<file path="src/rtl/rxc_pkg.sv">
// Shared definitions for the alink receive controller: state encodings,
// header magic, default sizing and saturating counter helpers.
package rxc_pkg;

   typedef enum logic [1:0] {
      RX_IDLE = 2'b00,
      RX_HDR  = 2'b01,
      RX_RECV = 2'b10,
      RX_BAD  = 2'b11
   } rx_state_e;

   localparam int          PHY_NUM_DEF   = 5;
   localparam int          MAX_WORDS_DEF = 8;
   localparam int          WDOG_CYC_DEF  = 255;
   localparam logic [15:0] HDR_MAGIC     = 16'hA11C;

   function automatic logic [31:0] sat_inc32(input logic [31:0] v);
      return (v == 32'hFFFF_FFFF) ? v : v + 32'd1;
   endfunction

   function automatic logic [15:0] sat_inc16(input logic [15:0] v);
      return (v == 16'hFFFF) ? v : v + 16'd1;
   endfunction

endpackage

</file>
<file path="src/rtl/rr_arb.sv">
// Combinational round-robin arbiter: grants the first requester found
// scanning upward from last+1 and wrapping at N.
module rr_arb #(
   parameter int N  = 5,
   parameter int IW = (N > 1) ? $clog2(N) : 1
) (
   input  logic [N-1:0]  req,
   input  logic [IW-1:0] last,
   output logic [N-1:0]  gnt,
   output logic [IW-1:0] idx
);

   logic          found_s;
   logic [IW-1:0] pos_s;

   // priority scan starting just above the previous winner
   always_comb begin
      gnt     = '0;
      idx     = '0;
      found_s = 1'b0;
      pos_s   = '0;
      for (int k = 1; k <= N; k++) begin
         pos_s = IW'((int'(last) + k) % N);
         if (!found_s && req[pos_s]) begin
            found_s    = 1'b1;
            gnt[pos_s] = 1'b1;
            idx        = pos_s;
         end else begin
            found_s = found_s;
         end
      end
   end

endmodule

</file>
<file path="src/rtl/rxc.sv">
// alink receive controller: arbitrates among PHYs holding a frame, writes a
// header plus payload into the RX FIFO, with watchdog and frame counters.
module rxc
   import rxc_pkg::*;
#(
   parameter int PHY_NUM   = PHY_NUM_DEF,
   parameter int MAX_WORDS = MAX_WORDS_DEF,
   parameter int WDOG_CYC  = WDOG_CYC_DEF
) (
   input  logic               clk,
   input  logic               rst,
   input  logic               reg_flush,
   input  logic [PHY_NUM-1:0] reg_mask,
   input  logic [PHY_NUM-1:0] rx_phy_vld,
   output logic               rx_phy_start,
   output logic [PHY_NUM-1:0] rx_phy_sel,
   input  logic               rx_phy_wr,
   input  logic [31:0]        rx_phy_dat,
   input  logic               rx_phy_done,
   input  logic               rx_fifo_room,
   output logic               rx_fifo_wr,
   output logic [31:0]        rx_fifo_dat,
   output logic [1:0]         cur_state,
   output logic [31:0]        reg_rx_cnt,
   output logic [15:0]        reg_abort_cnt
);

   localparam int IW  = (PHY_NUM > 1) ? $clog2(PHY_NUM) : 1;
   localparam int WCW = $clog2(MAX_WORDS + 1);
   localparam int WDW = $clog2(WDOG_CYC + 1);

   rx_state_e          state_q, state_d;
   logic [PHY_NUM-1:0] sel_q, sel_d;
   logic [IW-1:0]      last_q, last_d;
   logic               fifo_wr_q, fifo_wr_d;
   logic [31:0]        fifo_dat_q, fifo_dat_d;
   logic [WCW-1:0]     wcnt_q, wcnt_d;
   logic               ovf_q, ovf_d;
   logic [WDW-1:0]     wdog_q, wdog_d;
   logic [31:0]        rx_cnt_q, rx_cnt_d;
   logic [15:0]        abort_cnt_q, abort_cnt_d;

   logic [PHY_NUM-1:0] elig_s;
   logic [PHY_NUM-1:0] gnt_s;
   logic [IW-1:0]      idx_s;

   assign elig_s = rx_phy_vld & reg_mask;

   rr_arb #(.N(PHY_NUM), .IW(IW)) u_arb (
      .req  (elig_s),
      .last (last_q),
      .gnt  (gnt_s),
      .idx  (idx_s)
   );

   // next-state, datapath and counter update
   always_comb begin
      state_d     = state_q;
      sel_d       = sel_q;
      last_d      = last_q;
      fifo_wr_d   = 1'b0;
      fifo_dat_d  = fifo_dat_q;
      wcnt_d      = wcnt_q;
      ovf_d       = ovf_q;
      wdog_d      = wdog_q;
      rx_cnt_d    = rx_cnt_q;
      abort_cnt_d = abort_cnt_q;
      if (reg_flush) begin
         state_d = RX_IDLE;
         sel_d   = '0;
         last_d  = IW'(PHY_NUM - 1);
         wcnt_d  = '0;
         ovf_d   = 1'b0;
         wdog_d  = '0;
      end else begin
         case (state_q)
            RX_IDLE: begin
               if ((|elig_s) && rx_fifo_room) begin
                  state_d = RX_HDR;
                  sel_d   = gnt_s;
                  last_d  = idx_s;
                  wcnt_d  = '0;
                  ovf_d   = 1'b0;
                  wdog_d  = '0;
               end else begin
                  state_d = RX_IDLE;
               end
            end
            RX_HDR: begin
               fifo_wr_d  = 1'b1;
               fifo_dat_d = {HDR_MAGIC, 16'(last_q)};
               wdog_d     = '0;
               state_d    = RX_RECV;
            end
            RX_RECV: begin
               if (rx_phy_wr) begin
                  wdog_d = '0;
                  if (wcnt_q < WCW'(MAX_WORDS)) begin
                     fifo_wr_d  = 1'b1;
                     fifo_dat_d = rx_phy_dat;
                     wcnt_d     = wcnt_q + WCW'(1);
                  end else begin
                     ovf_d = 1'b1;
                  end
               end else begin
                  wdog_d = wdog_q + WDW'(1);
               end
               // an overflow word arriving with done still counts as an abort
               if (rx_phy_done) begin
                  state_d = RX_IDLE;
                  sel_d   = '0;
                  if (ovf_d) begin
                     abort_cnt_d = sat_inc16(abort_cnt_q);
                  end else begin
                     rx_cnt_d = sat_inc32(rx_cnt_q);
                  end
               end else if (!rx_phy_wr && (wdog_q == WDW'(WDOG_CYC - 1))) begin
                  state_d     = RX_IDLE;
                  sel_d       = '0;
                  abort_cnt_d = sat_inc16(abort_cnt_q);
               end else begin
                  state_d = RX_RECV;
               end
            end
            default: begin
               state_d = RX_IDLE;
               sel_d   = '0;
            end
         endcase
      end
   end

   // state and datapath registers
   always_ff @(posedge clk or posedge rst) begin
      if (rst) begin
         state_q     <= RX_IDLE;
         sel_q       <= '0;
         last_q      <= IW'(PHY_NUM - 1);
         fifo_wr_q   <= 1'b0;
         fifo_dat_q  <= 32'd0;
         wcnt_q      <= '0;
         ovf_q       <= 1'b0;
         wdog_q      <= '0;
         rx_cnt_q    <= 32'd0;
         abort_cnt_q <= 16'd0;
      end else begin
         state_q     <= state_d;
         sel_q       <= sel_d;
         last_q      <= last_d;
         fifo_wr_q   <= fifo_wr_d;
         fifo_dat_q  <= fifo_dat_d;
         wcnt_q      <= wcnt_d;
         ovf_q       <= ovf_d;
         wdog_q      <= wdog_d;
         rx_cnt_q    <= rx_cnt_d;
         abort_cnt_q <= abort_cnt_d;
      end
   end

   assign rx_phy_start  = (state_q == RX_HDR);
   assign rx_phy_sel    = sel_q;
   assign rx_fifo_wr    = fifo_wr_q;
   assign rx_fifo_dat   = fifo_dat_q;
   assign cur_state     = state_q;
   assign reg_rx_cnt    = rx_cnt_q;
   assign reg_abort_cnt = abort_cnt_q;

endmodule
</file>
<file path="config.mk">
export PLATFORM = sky130hd
export DESIGN_NAME = rxc
export DESIGN_NICKNAME = d
export VERILOG_FILES = /design/src/rtl/rxc_pkg.sv /design/src/rtl/rr_arb.sv /design/src/rtl/rxc.sv
export SDC_FILE = /design/constraint.sdc
export NUM_CORES = 1
export LEC_CHECK = 0
export BUFFER_PORTS_ARGS = -buffer_cell sky130_fd_sc_hd__clkbuf_2
export CAP_MARGIN = 20
export CORE_MARGIN = 3
export CORE_UTILIZATION = 56
export DETAILED_ROUTE_END_ITERATION = 16
export PLACE_DENSITY = 0.81
export SLEW_MARGIN = 25
export SYNTH_ARGS = -nofsm -noshare
export SYNTH_HDL_FRONTEND = slang
export SYNTH_SLANG_ARGS = --single-unit
</file>
<file path="constraint.sdc">
create_clock -name clk -period 5.8 [get_ports clk]
set_input_delay 0.87 -clock clk [delete_from_list [all_inputs] [get_ports clk]]
set_output_delay 0.87 -clock clk [all_outputs]
set_load 0.005 [all_outputs]
</file>
==> flow_summary.toml <==
[detailed_routing]
detail-route-antenna-nets = 0
vias = 5975
wl_um = 16200
drc = 0
viasPerCell = 5.80
post_drt_wl_per_cell_um = 15.7
first_pass_iters = 5
drt_iter0_drc = 654

[setup_path]
r2r_end = "rx_phy_sel[3]$_DFFE_PP0P_"
required_ps = 6020
crit_arrival_ps = 5330
r2r_slack_ps = 680
r2r_cells = 19
end_kind = "flip-flop"
critical_path.max_fanout = 11
startpoint_type = "flip-flop"
worstReg2RegStart = "last_q[1]$_DFFE_PP0P_"
crit_type = "flip-flop to flip-flop"

[run]
maxCapViolations = 0

[yosys]
ys_ff_latch = 104
syn_area_mm2 = 0.00666
synth-edff-count = 0
synth-async-reset-ratio = 1.00
syn_nets = 841
syn_inst = 759
ys.flop_type = "dfrtp_1"
syn_avg_cell_area_um2 = 8.78
ys_types = 74
ys_seq_area_frac = 0.391
synth_warnings = 0

[cells_and_area]
drive_gt1_frac = 0.202
syn2layout_area_growth_pct = 16.3
multiInputGateArea_mm2 = 0.00381
mostFrequentLayoutCells = "137 x clkbuf_2, 105 x nand2_1, 103 x dfrtp_1"
layout_commonest_cell = "clkbuf_2"
finalInstanceArea_mm2 = 0.00775
ff_latch_area_mm2 = 0.00260
nets = 965
fillers = 955
antenna_cells = 0

[clock_network]
clkSinkCount = 104
post_cts_resized = 0
cts.path.max_buffers = 2
cts_hold_repair.buffers = 0
cts_setup_buffers = 0
root_buffer = "clkbuf_16"
worst_skew_pair.late_latency_ps = 340
cts_buffers = 9
path_clk_slew_ps = 70
htreeDepth = 3
cts_tree = "yes"

[global_route]
grt_pass1_vias = 5287
grt_pass1_wl_um = 26300
grt_max_degree = 65
grt_antenna_before_repair = 0
gr-usage-all-layers = 0.242
gr-total-overflow = 0

[sta]
final-setup-viol-count = 0
max_slew_margin = 0.356
max_freq_mhz = 195
timing.hold.ws_ps = 481
drv_slew = 0
grt_setup_unrepaired = "false"
worst_slack_ps = 684
skew_ps = 8.69
period_share = 0.882
worst_slew_pin_slew_ps = 966
hold_violations = 0
fin_crit_ps = 5120
finalSetupTns_ps = 0

[place]
gp_congestion = 0.899
place_ws_ps = 764
dp_hpwl_um = 12000
numPortBuffers = 136
dpl_cell_area_mm2 = 0.00745

[floorplanning]
rows = 39
dieArea_mm2 = 0.0132
die_height_um = 115
start_util = 0.579
die_w_um = 115
boundaryPins = 137
core_mm2 = 0.0115

[min_path]
holdPathEnd = "rx_fifo_dat[22]$_DFFE_PP0P_"
hold_class = "flip-flop to flip-flop"
holdPathStages = 2
hp-start = "rx_fifo_dat[22]$_DFFE_PP0P_"

[power_and_ir_drop]
p_leak_nw = 3.79
irDropWorstVdd_mv = 0.289
power.density_mw_per_mm2 = 411

[status]
status = "finished clean"
==> how the worst max path moves through the flow <==
| stage | startpoint | to | slack [ps] | cells after the start |
|---|---|---|---|---|
| 2_1_floorplan | last_q[0]$_DFFE_PP0P_ | rx_phy_sel[3]$_DFFE_PP0P_ | 580 | 22 |
| 4_1_cts | last_q[1]$_DFFE_PP0P_ | rx_phy_sel[3]$_DFFE_PP0P_ | 750 | 19 |
| 3_3_place_gp | last_q[1]$_DFFE_PP0P_ | rx_phy_sel[3]$_DFFE_PP0P_ | 870 | 19 |
| 3_5_place_dp | last_q[1]$_DFFE_PP0P_ | rx_phy_sel[3]$_DFFE_PP0P_ | 760 | 19 |
| 5_1_grt | last_q[1]$_DFFE_PP0P_ | rx_phy_sel[3]$_DFFE_PP0P_ | 330 | 19 |
| 6_report | last_q[1]$_DFFE_PP0P_ | rx_phy_sel[3]$_DFFE_PP0P_ | 680 | 19 |
==> flip-flops by register name, indices dropped and copies added, names as in the netlist, 2 cells and up <==
register       count
reg_rx_cnt        32
rx_fifo_dat       32
reg_abort_cnt     16
wdog_q             8
rx_phy_sel         5
wcnt_q             4
last_q             3
cur_state          2
==> synthesized netlist by cell type (3+ instances only) <==
| master | count | share of area |
|---|---|---|
| nor3b_1 | 3 | 0.0034 |
| nand4_1 | 10 | 0.0094 |
| mux2_2 | 5 | 0.0084 |
| clkbuf_1 | 23 | 0.013 |
| mux2i_1 | 11 | 0.017 |
| and2_1 | 12 | 0.011 |
| o22ai_1 | 4 | 0.0038 |
| inv_1 | 35 | 0.020 |
| dfrtp_1 | 103 | 0.39 |
| a31oi_1 | 12 | 0.011 |
| xnor2_1 | 34 | 0.045 |
| nand2_1 | 105 | 0.059 |
| a22o_1 | 3 | 0.0039 |
| a21o_1 | 6 | 0.0068 |
| o21ai_0 | 52 | 0.039 |
| ha_1 | 34 | 0.064 |
| nand2b_1 | 14 | 0.013 |
| o21bai_1 | 6 | 0.0068 |
| a221o_1 | 5 | 0.0075 |
| nor3_1 | 21 | 0.016 |
| nand3_1 | 32 | 0.024 |
| nand4b_1 | 5 | 0.0066 |
| buf_2 | 3 | 0.0023 |
| a21oi_1 | 19 | 0.014 |
| and3_1 | 14 | 0.013 |
| a211oi_1 | 9 | 0.010 |
| and4_1 | 8 | 0.011 |
| o31a_1 | 3 | 0.0039 |
| o21a_1 | 5 | 0.0056 |
| nor2_1 | 62 | 0.035 |
| or3_1 | 5 | 0.0047 |
| o31ai_1 | 5 | 0.0056 |
| xor2_1 | 26 | 0.034 |
| and3b_1 | 3 | 0.0039 |
| nor2b_1 | 8 | 0.0075 |
==> cell type report <==
cell class,instances,area share
Sequential cell,104,0.336
Clock inverter,5,0.00517
Multi-Input combinational cell,589,0.491
Inverter,37,0.0182
Timing Repair Buffer,142,0.0933
Clock buffer,11,0.0326
Tap cell,143,0.0231
==> report_power, final <==
group          total (mW)  internal (mW)  leakage, nW  switching [mW]
registers           0.826          0.777         1.41          0.0494
logic                1.77          0.679         2.24            1.09
clock network       0.587          0.318        0.140           0.269
==> kinds of logic (layout without fill, tap and decap cells) <==
logic type / Yosys count / after routing / synth area share
AOI/OAI and AO/OA: 166 / 166 / 0.170
and+or+nand+nor: 310 / 310 / 0.227
muxes: 17 / 17 / 0.0284
buffers and inverters: 66 / 195 / 0.0379
DFF: 104 / 104 / 0.391
xor gates and xnor gates: 61 / 61 / 0.0813
adders and majority gates: 35 / 35 / 0.0653
==> critical path, stage by stage, from the launching register on <==
cell and delay (ps):
dfrtp_1 590, inv_1 280, ha_1 360, xnor2_1 350, inv_1 180, ha_1 260, nor2_1 140, a21oi_1 90
xnor2_1 190, inv_1 80, ha_1 230, nand2b_1 130, o311ai_1 150, and4_1 220, a2111o_1 380, o21bai_1 190
a22o_1 300, and4_4 220, a221o_1 330, a221o_1 310
==> through the flow <==
step | power [mW] | utilization | instances
floorplan | 2.14 | - | 759
finish | 3.18 | 0.673 | 1031
CTS | 3.14 | 0.672 | 1030
global route | 3.41 | 0.673 | 1031
detailed placement | 2.54 | 0.647 | 1014
global placement | 2.52 | 0.647 | 1014
==> per-layer routing <==
| metal | global-route usage | vias to the layer above | share of wire | wire (um) |
|---|---|---|---|---|
| met5 | 0 | - | 0 | 0 |
| met4 | 0.0642 | 0 | 0.015 | 239 |
| met3 | 0.0358 | 21 | 0.065 | 1060 |
| met2 | 0.367 | 223 | 0.44 | 7130 |
| met1 | 0.365 | 2800 | 0.48 | 7770 |
| li1 | - | 2931 | - | - |
No activity file was read; power rests on OpenSTA's default activity.
